**src/rtl/rect_motion_if.sv**
```systemverilog
`default_nettype none
// ============================================================================
// rect_motion_if : configuration handshake between a host and rect_motion_ctrl
// Revision: 1.0
// ============================================================================
interface rect_motion_if #(
  parameter int CORDW = 10,
  parameter int SPDW  = 8
);
  logic             cfg_valid;
  logic             cfg_ready;
  logic [CORDW-1:0] cfg_w;
  logic [CORDW-1:0] cfg_h;
  logic [SPDW-1:0]  cfg_dx;
  logic [SPDW-1:0]  cfg_dy;
  logic             cfg_err;

  modport master (
    output cfg_valid, cfg_w, cfg_h, cfg_dx, cfg_dy,
    input  cfg_ready, cfg_err
  );

  modport slave (
    input  cfg_valid, cfg_w, cfg_h, cfg_dx, cfg_dy,
    output cfg_ready, cfg_err
  );
endinterface
`default_nettype wire

```
**src/rtl/rect_motion_ctrl.sv**
```systemverilog
`default_nettype none
// ============================================================================
// rect_motion_ctrl : frame-synchronous bounce and config owner of the rectangle
// Revision: 1.0
// ============================================================================
module rect_motion_ctrl #(
  parameter int CORDW   = 10,
  parameter int SPDW    = 8,
  parameter int H_RES   = 640,
  parameter int V_RES   = 480,
  parameter int INIT_X  = 220,
  parameter int INIT_Y  = 40,
  parameter int INIT_W  = 200,
  parameter int INIT_H  = 400,
  parameter int INIT_DX = 1,
  parameter int INIT_DY = 1
) (
  input  wire logic             clk_pix,
  input  wire logic             rst_pix,
  input  wire logic [CORDW-1:0] sx,
  input  wire logic [CORDW-1:0] sy,
  rect_motion_if.slave          cfg,
  output logic      [CORDW-1:0] rect_x,
  output logic      [CORDW-1:0] rect_y,
  output logic      [CORDW-1:0] rect_w,
  output logic      [CORDW-1:0] rect_h,
  output logic                  draw
);
  localparam int AW = CORDW + 2;

  localparam logic [1:0] ST_ACTIVE = 2'd0;
  localparam logic [1:0] ST_MOVE_X = 2'd1;
  localparam logic [1:0] ST_MOVE_Y = 2'd2;
  localparam logic [1:0] ST_CFG    = 2'd3;

  localparam logic [AW-1:0]    HRES_E = AW'(H_RES);
  localparam logic [AW-1:0]    VRES_E = AW'(V_RES);
  localparam logic [CORDW-1:0] TRIG_Y = CORDW'(V_RES);

  logic [1:0]       state_q, state_d;
  logic [CORDW-1:0] x_q, x_d, y_q, y_d, w_q, w_d, h_q, h_d;
  logic [SPDW-1:0]  dx_q, dx_d, dy_q, dy_d;
  logic             dir_x_q, dir_x_d, dir_y_q, dir_y_d;  // 1 = moving toward 0
  logic             pend_q, pend_d;
  logic [CORDW-1:0] pw_q, pw_d, ph_q, ph_d;
  logic [SPDW-1:0]  pdx_q, pdx_d, pdy_q, pdy_d;
  logic             err_q, err_d;
  logic             draw_q, draw_d;

  logic [CORDW:0]   w_bx, w_by;
  logic [AW-1:0]    w_room_x, w_room_y;
  logic             w_cfg_ok;

  // Returns {new_dir, new_pos}; edges clamp exactly onto the boundary and flip.
  function automatic logic [CORDW:0] bounce(
    input logic [CORDW-1:0] pos,
    input logic [CORDW-1:0] len,
    input logic [SPDW-1:0]  spd,
    input logic [AW-1:0]    lim,
    input logic             neg
  );
    logic [AW-1:0]  p, l, s;
    logic [CORDW:0] r;
    p = AW'(pos);
    l = AW'(len);
    s = AW'(spd);
    r = {neg, pos};
    if (s != '0) begin
      if (!neg) begin
        if (p + s + l >= lim) r = {1'b1, CORDW'(lim - l)};
        else                  r = {1'b0, CORDW'(p + s)};
      end else if (s >= p) begin
        r = {1'b0, {CORDW{1'b0}}};
      end else begin
        r = {1'b1, CORDW'(p - s)};
      end
    end
    return r;
  endfunction

  assign w_bx     = bounce(x_q, w_q, dx_q, HRES_E, dir_x_q);
  assign w_by     = bounce(y_q, h_q, dy_q, VRES_E, dir_y_q);
  assign w_room_x = HRES_E - AW'(pw_q);
  assign w_room_y = VRES_E - AW'(ph_q);
  assign w_cfg_ok = (pw_q != '0) && (AW'(pw_q) <= HRES_E) &&
                    (ph_q != '0) && (AW'(ph_q) <= VRES_E);

  always_ff @(posedge clk_pix) begin
    if (rst_pix) begin
      state_q <= ST_ACTIVE;
      x_q     <= CORDW'(INIT_X);
      y_q     <= CORDW'(INIT_Y);
      w_q     <= CORDW'(INIT_W);
      h_q     <= CORDW'(INIT_H);
      dx_q    <= SPDW'(INIT_DX);
      dy_q    <= SPDW'(INIT_DY);
      dir_x_q <= 1'b0;
      dir_y_q <= 1'b0;
      pend_q  <= 1'b0;
      pw_q    <= '0;
      ph_q    <= '0;
      pdx_q   <= '0;
      pdy_q   <= '0;
      err_q   <= 1'b0;
      draw_q  <= 1'b0;
    end else begin
      state_q <= state_d;
      x_q     <= x_d;
      y_q     <= y_d;
      w_q     <= w_d;
      h_q     <= h_d;
      dx_q    <= dx_d;
      dy_q    <= dy_d;
      dir_x_q <= dir_x_d;
      dir_y_q <= dir_y_d;
      pend_q  <= pend_d;
      pw_q    <= pw_d;
      ph_q    <= ph_d;
      pdx_q   <= pdx_d;
      pdy_q   <= pdy_d;
      err_q   <= err_d;
      draw_q  <= draw_d;
    end
  end

  always_comb begin
    state_d = state_q;
    case (state_q)
      ST_ACTIVE: if (sx == '0 && sy == TRIG_Y) state_d = ST_MOVE_X;
      ST_MOVE_X: state_d = ST_MOVE_Y;
      ST_MOVE_Y: state_d = ST_CFG;
      default:   state_d = ST_ACTIVE;
    endcase
  end

  always_comb begin
    x_d     = x_q;
    y_d     = y_q;
    w_d     = w_q;
    h_d     = h_q;
    dx_d    = dx_q;
    dy_d    = dy_q;
    dir_x_d = dir_x_q;
    dir_y_d = dir_y_q;
    pend_d  = pend_q;
    pw_d    = pw_q;
    ph_d    = ph_q;
    pdx_d   = pdx_q;
    pdy_d   = pdy_q;
    err_d   = 1'b0;

    if (cfg.cfg_valid && !pend_q) begin
      pend_d = 1'b1;
      pw_d   = cfg.cfg_w;
      ph_d   = cfg.cfg_h;
      pdx_d  = cfg.cfg_dx;
      pdy_d  = cfg.cfg_dy;
    end

    case (state_q)
      ST_MOVE_X: {dir_x_d, x_d} = w_bx;
      ST_MOVE_Y: {dir_y_d, y_d} = w_by;
      ST_CFG: begin
        // A full slot is never accepted into in the same cycle, so clearing wins.
        if (pend_q) begin
          pend_d = 1'b0;
          if (w_cfg_ok) begin
            w_d  = pw_q;
            h_d  = ph_q;
            dx_d = pdx_q;
            dy_d = pdy_q;
            if (AW'(x_q) > w_room_x) x_d = w_room_x[CORDW-1:0];
            if (AW'(y_q) > w_room_y) y_d = w_room_y[CORDW-1:0];
          end else begin
            err_d = 1'b1;
          end
        end
      end
      default: ;
    endcase

    draw_d = (AW'(sx) >= AW'(x_q)) && (AW'(sx) < AW'(x_q) + AW'(w_q)) &&
             (AW'(sy) >= AW'(y_q)) && (AW'(sy) < AW'(y_q) + AW'(h_q));
  end

  always_comb begin
    cfg.cfg_ready = !pend_q;
    cfg.cfg_err   = err_q;
    rect_x        = x_q;
    rect_y        = y_q;
    rect_w        = w_q;
    rect_h        = h_q;
    draw          = draw_q;
  end
endmodule
`default_nettype wire

```
**src/flat_wrapper.sv**
```systemverilog
// flat-port wrapper written by rule: the top's interface ports become plain ports
module rect_motion_ctrl_flat 
#(
  parameter int CORDW   = 10,
  parameter int SPDW    = 8,
  parameter int H_RES   = 640,
  parameter int V_RES   = 480,
  parameter int INIT_X  = 220,
  parameter int INIT_Y  = 40,
  parameter int INIT_W  = 200,
  parameter int INIT_H  = 400,
  parameter int INIT_DX = 1,
  parameter int INIT_DY = 1
)
  (clk_pix, rst_pix, sx, sy, rect_x, rect_y, rect_w, rect_h, draw, cfg_cfg_valid, cfg_cfg_w, cfg_cfg_h, cfg_cfg_dx, cfg_cfg_dy, cfg_cfg_ready, cfg_cfg_err);
  rect_motion_if #(.CORDW(CORDW), .SPDW(SPDW)) cfg_i ();
  input  wire logic clk_pix;
  input  wire logic rst_pix;
  input  wire logic [CORDW-1:0] sx;
  input  wire logic [CORDW-1:0] sy;
  output logic      [CORDW-1:0] rect_x;
  output logic      [CORDW-1:0] rect_y;
  output logic      [CORDW-1:0] rect_w;
  output logic      [CORDW-1:0] rect_h;
  output logic draw;
  input wire logic [$bits(cfg_i.cfg_valid)-1:0] cfg_cfg_valid;
  input wire logic [$bits(cfg_i.cfg_w)-1:0] cfg_cfg_w;
  input wire logic [$bits(cfg_i.cfg_h)-1:0] cfg_cfg_h;
  input wire logic [$bits(cfg_i.cfg_dx)-1:0] cfg_cfg_dx;
  input wire logic [$bits(cfg_i.cfg_dy)-1:0] cfg_cfg_dy;
  output wire logic [$bits(cfg_i.cfg_ready)-1:0] cfg_cfg_ready;
  output wire logic [$bits(cfg_i.cfg_err)-1:0] cfg_cfg_err;
  assign cfg_i.cfg_valid = cfg_cfg_valid;
  assign cfg_i.cfg_w = cfg_cfg_w;
  assign cfg_i.cfg_h = cfg_cfg_h;
  assign cfg_i.cfg_dx = cfg_cfg_dx;
  assign cfg_i.cfg_dy = cfg_cfg_dy;
  assign cfg_cfg_ready = cfg_i.cfg_ready;
  assign cfg_cfg_err = cfg_i.cfg_err;
  rect_motion_ctrl #(.CORDW(CORDW), .SPDW(SPDW), .H_RES(H_RES), .V_RES(V_RES), .INIT_X(INIT_X), .INIT_Y(INIT_Y), .INIT_W(INIT_W), .INIT_H(INIT_H), .INIT_DX(INIT_DX), .INIT_DY(INIT_DY)) u_core (.clk_pix(clk_pix), .rst_pix(rst_pix), .sx(sx), .sy(sy), .cfg(cfg_i), .rect_x(rect_x), .rect_y(rect_y), .rect_w(rect_w), .rect_h(rect_h), .draw(draw));
endmodule
```
**config.mk**
```make
export PLATFORM = sky130hd
export DESIGN_NAME = rect_motion_ctrl_flat
export DESIGN_NICKNAME = d
export VERILOG_FILES = /design/src/rtl/rect_motion_if.sv /design/src/rtl/rect_motion_ctrl.sv /design/src/flat_wrapper.sv
export SDC_FILE = /design/constraint.sdc
export NUM_CORES = 1
export LEC_CHECK = 0
export BUFFER_PORTS_ARGS = -buffer_cell sky130_fd_sc_hd__buf_4
export CAP_MARGIN = 25
export CORE_ASPECT_RATIO = 0.75
export CORE_MARGIN = 10
export CORE_UTILIZATION = 55
export CTS_CLUSTER_SIZE = 40
export DETAILED_ROUTE_END_ITERATION = 6
export PLACE_DENSITY = 0.78
export SYNTH_ARGS = -nofsm -noshare
export SYNTH_HDL_FRONTEND = slang
export SYNTH_SLANG_ARGS = --single-unit
```
**constraint.sdc**
```tcl
create_clock -name clk_pix -period 4.1 [get_ports clk_pix]
set_input_delay 0.205 -clock clk_pix [delete_from_list [all_inputs] [get_ports clk_pix]]
set_output_delay 0.205 -clock clk_pix [all_outputs]
set_load 0.1 [all_outputs]
```
==> impl_results.md <==
- Pins Over Slew Limit: 0
- Crit path depth: 19
- Area growth, synth to finish: 25.3%
- Fin crit period: 4.23 ns
- Crit path from: u_core.dx_q[0]
- Final hold violations: 0
- Worst Max-Slew Pin Slew: 0.898 ns
- Post-Synthesis Cells: 1201
- Yosys cell types: 79
- Clk sink count: 99
- Top delay family on crit path: compound AO/OA/AOI/OAI gates
- Die area: 22600 um2
- Post-DP HPWL: 24200 um
- Flops & latches, synth: 99
- Starting Density: 55.7%
- Clk slew on worst S/H paths: 0.08 ns
- Worst skew pair latency: 0.36 ns
- TNS Setup: -0.426 ns
- Die Ht: 133 um
- Pleak: 5.12 nW
- FF-to-FF Start: u_core.dx_q[0]
- ANT nets after route: 0
- Commonest non-fill, non-tap cells in the layout: buf_4, nand2_1, ha_1, a21oi_1
- Die width: 170 um
- Crit path largest cell delay: 0.44 ns
- # rows: 41
- Worst-case clock buffer depth: 2
- # nets final: 1575
- Critical path's slowest cell: a2111oi_1
- M2 GR Usage: 33.7%
- Largest net degree at the start of global routing: 83
- Yosys warning total: 0
- Final worst setup slack: -0.130 ns
- H-Tree Depth: 3
- Req. time, crit path: 4.32 ns
- Failing checks: negative setup slack
- Async SR Flop Fraction: 0%
- Maxcap violations: 0
- Reg2reg end: u_core.rect_x[8]
- Worst min-delay path class: input pin to register
- GRT Total Usage: 26.1%
- Worst Skew: 0.0127 ns
- Setup Viol. Count Final: 8
- Total CTS buffers: 9
- Routed wire per std cell: 19.3 um
- Global-route wire length before repair: 47900 um
- Grt total ovfl: 0
- Design Power: 0.00218 W
- Worst vdd ir: 0.206 mV
- EDFF count, synth: 0
- Flop-to-flop setup slack: -0.13 ns
- RePlAce Congestion: 1.06
- Setup crit end kind: register
- Drt first pass iters: 5
- Top Ports: 102
- Power Dens Cells: 187 nW/um2
- WP buf/inv: 2
- Final hold slack: 0.0859 ns
- Placed cell areas: 11000 um2
- Syn nets: 1408
- Design area: 11700 um2
- Overall via count from detail_route: 9558
- Ys flop type: dfxtp_1
- Crit path launch type: register
- Synth top area share: 21.3%
- RSZ-0062 raised after global routing: true
- Fmax: 236 MHz
- Run status: finished with violations
- GR peak layer: met1
- Crit-path max FO: 6
- Drt total wl: 30600 um
- Mapped Area: 9310 um2
- Clock root cell: clkbuf_16
- Met3 Track Usage GR: 8.59%
- Top cell by count, worst path: nor2_1
- # diodes: 0
- Via/cell ratio: 6.02
- CTS tree: built
- Worst Path Class, Setup: register to register
- Synth top area cells: dfxtp_1, ha_1, nand2_1
- Avg Cell Area, Syn: 7.75 um2
- Yosys top cell by area: dfxtp_1
- Initial antenna violation count: 0
- GR Util met1: 39.7%
- WP data arrival: 4.45 ns
- Layout cell share with drive strength beyond 1: 22.9%
- Seq/Total Area, Yosys: 21.3%
- R2R depth: 19
- CP cell instances: ha_4, inv_2, fa_2, or2_4, a221oi_4, nor2_1, nor2_1, nor2_1, xnor2_1, ha_1, o21a_1, o211a_1, buf_4, a221o_1, a221oi_4, a31oi_4, o21ai_1, o311ai_1, a2111oi_1
- Commonest non-fill, non-tap cell in the layout: buf_4
- Number of global-route vias before repair: 8785
- Crit path to: u_core.rect_x[8]
- I/O Buffers: 101
- Initial DRC count: 991
- Slew margin rel.: 40.2%
- Post-route DRC: 0
- Core ar.: 16700 um2
- Fin crit share: 103%
-- area by class of cell --
class	count	area (um2)
well taps	215	269
clock inverters	7	68.8
flip-flops and latches	99	2020
fillers	1386	5060
inverters	87	327
multi-input cells	961	7120
repair buffers	210	1640
clock buffers	9	225
-- worst min-delay path by stage --
stage | start | end | slack (ns) | cells after the start
after global routing | cfg_cfg_dy[5] | u_core.pdy_q[5] | 0.09 | 3
after global placement | u_core.pdy_q[1] | u_core.dy_q[1] | 0.44 | 2
after detailed placement | u_core.pdy_q[1] | u_core.dy_q[1] | 0.44 | 2
after CTS | cfg_cfg_w[9] | u_core.pw_q[9] | 0.08 | 3
after floorplan | cfg_cfg_h[2] | u_core.ph_q[2] | 0.34 | 2
final | cfg_cfg_dy[2] | u_core.pdy_q[2] | 0.09 | 3
-- worst reg2reg max path, cell delays in order (launching register included) --
cell	delay, ns
dfxtp_2	0.36
ha_4	0.14
inv_2	0.03
fa_2	0.33
or2_4	0.27
a221oi_4	0.27
nor2_1	0.08
nor2_1	0.10
nor2_1	0.06
xnor2_1	0.22
ha_1	0.27
o21a_1	0.13
o211a_1	0.23
buf_4	0.14
a221o_1	0.33
a221oi_4	0.33
a31oi_4	0.10
o21ai_1	0.15
o311ai_1	0.13
a2111oi_1	0.44
-- where the power goes --
group,internal (W),switching (W)
sequential,0.000979,0.0000319
combinational,0.000139,0.000174
clock,0.000430,0.000430
-- timing repair --
item | in CTS | in global routing
resized for setup | 20 | 47
endpoints found under the setup margin | 17 | 22
hold buffers | 0 | 0
pin swaps | 13 | 19
buffers inserted | 3 | 10
-- cell families after synthesis --
kind of cell	Yosys count	synth area share, %
and+or+nand+nor	387	19.0
muxes	17	1.87
DFF	99	21.3
AOI/OAI and AO/OA	338	24.7
buffers and inverters	141	6.01
xor gates and xnor gates	71	6.68
adders and majority gates	148	20.5
-- synth_stat cells, types with 6 or more instances --
cell type	n
nand4_1	9
xor2_1	31
a221oi_1	7
o211ai_1	9
nand2b_1	12
nand2_1	190
ha_1	140
nand3_1	35
mux2i_1	14
o21ai_0	42
a31oi_1	12
nor4_1	10
nor2_1	62
or2_2	7
dfxtp_1	99
nor2b_1	13
buf_1	6
xnor2_1	40
o21bai_1	12
a21oi_1	119
a211oi_1	9
or3_1	6
o21a_1	14
o311ai_0	12
inv_1	86
o31ai_1	9
nor3_1	18
clkbuf_1	41
a21o_1	29
fa_1	8
-- stage by stage --
| step | setup WS, ns | util, % | instances |
|---|---|---|---|
| after floorplan | -0.0734 | - | 1201 |
| after global placement | -0.204 | 65.4 | 1557 |
| after detailed placement | -0.378 | 65.6 | 1559 |
| after CTS | -0.0239 | 68.0 | 1578 |
| after global routing | -0.358 | 69.8 | 1588 |
| final | -0.130 | 69.8 | 1588 |
-- layer usage --
layer  vias up  part of all wire, %
li1       4631                    -
met1      4414                   48
met2       456                   37
met3        57                   12
met4         0                  1.9
met5         -                    0
-- sequential cells by signal, indices dropped and copies added (netlist names), 8 cells and up --
| signal | cells |
|---|---|
| u_core.ph_q | 10 |
| u_core.pw_q | 10 |
| u_core.rect_h | 10 |
| u_core.rect_w | 10 |
| u_core.rect_x | 10 |
| u_core.rect_y | 10 |
| u_core.dx_q | 8 |
| u_core.dy_q | 8 |
| u_core.pdx_q | 8 |
| u_core.pdy_q | 8 |
Note: power is estimated with default switching activity, not from simulation.
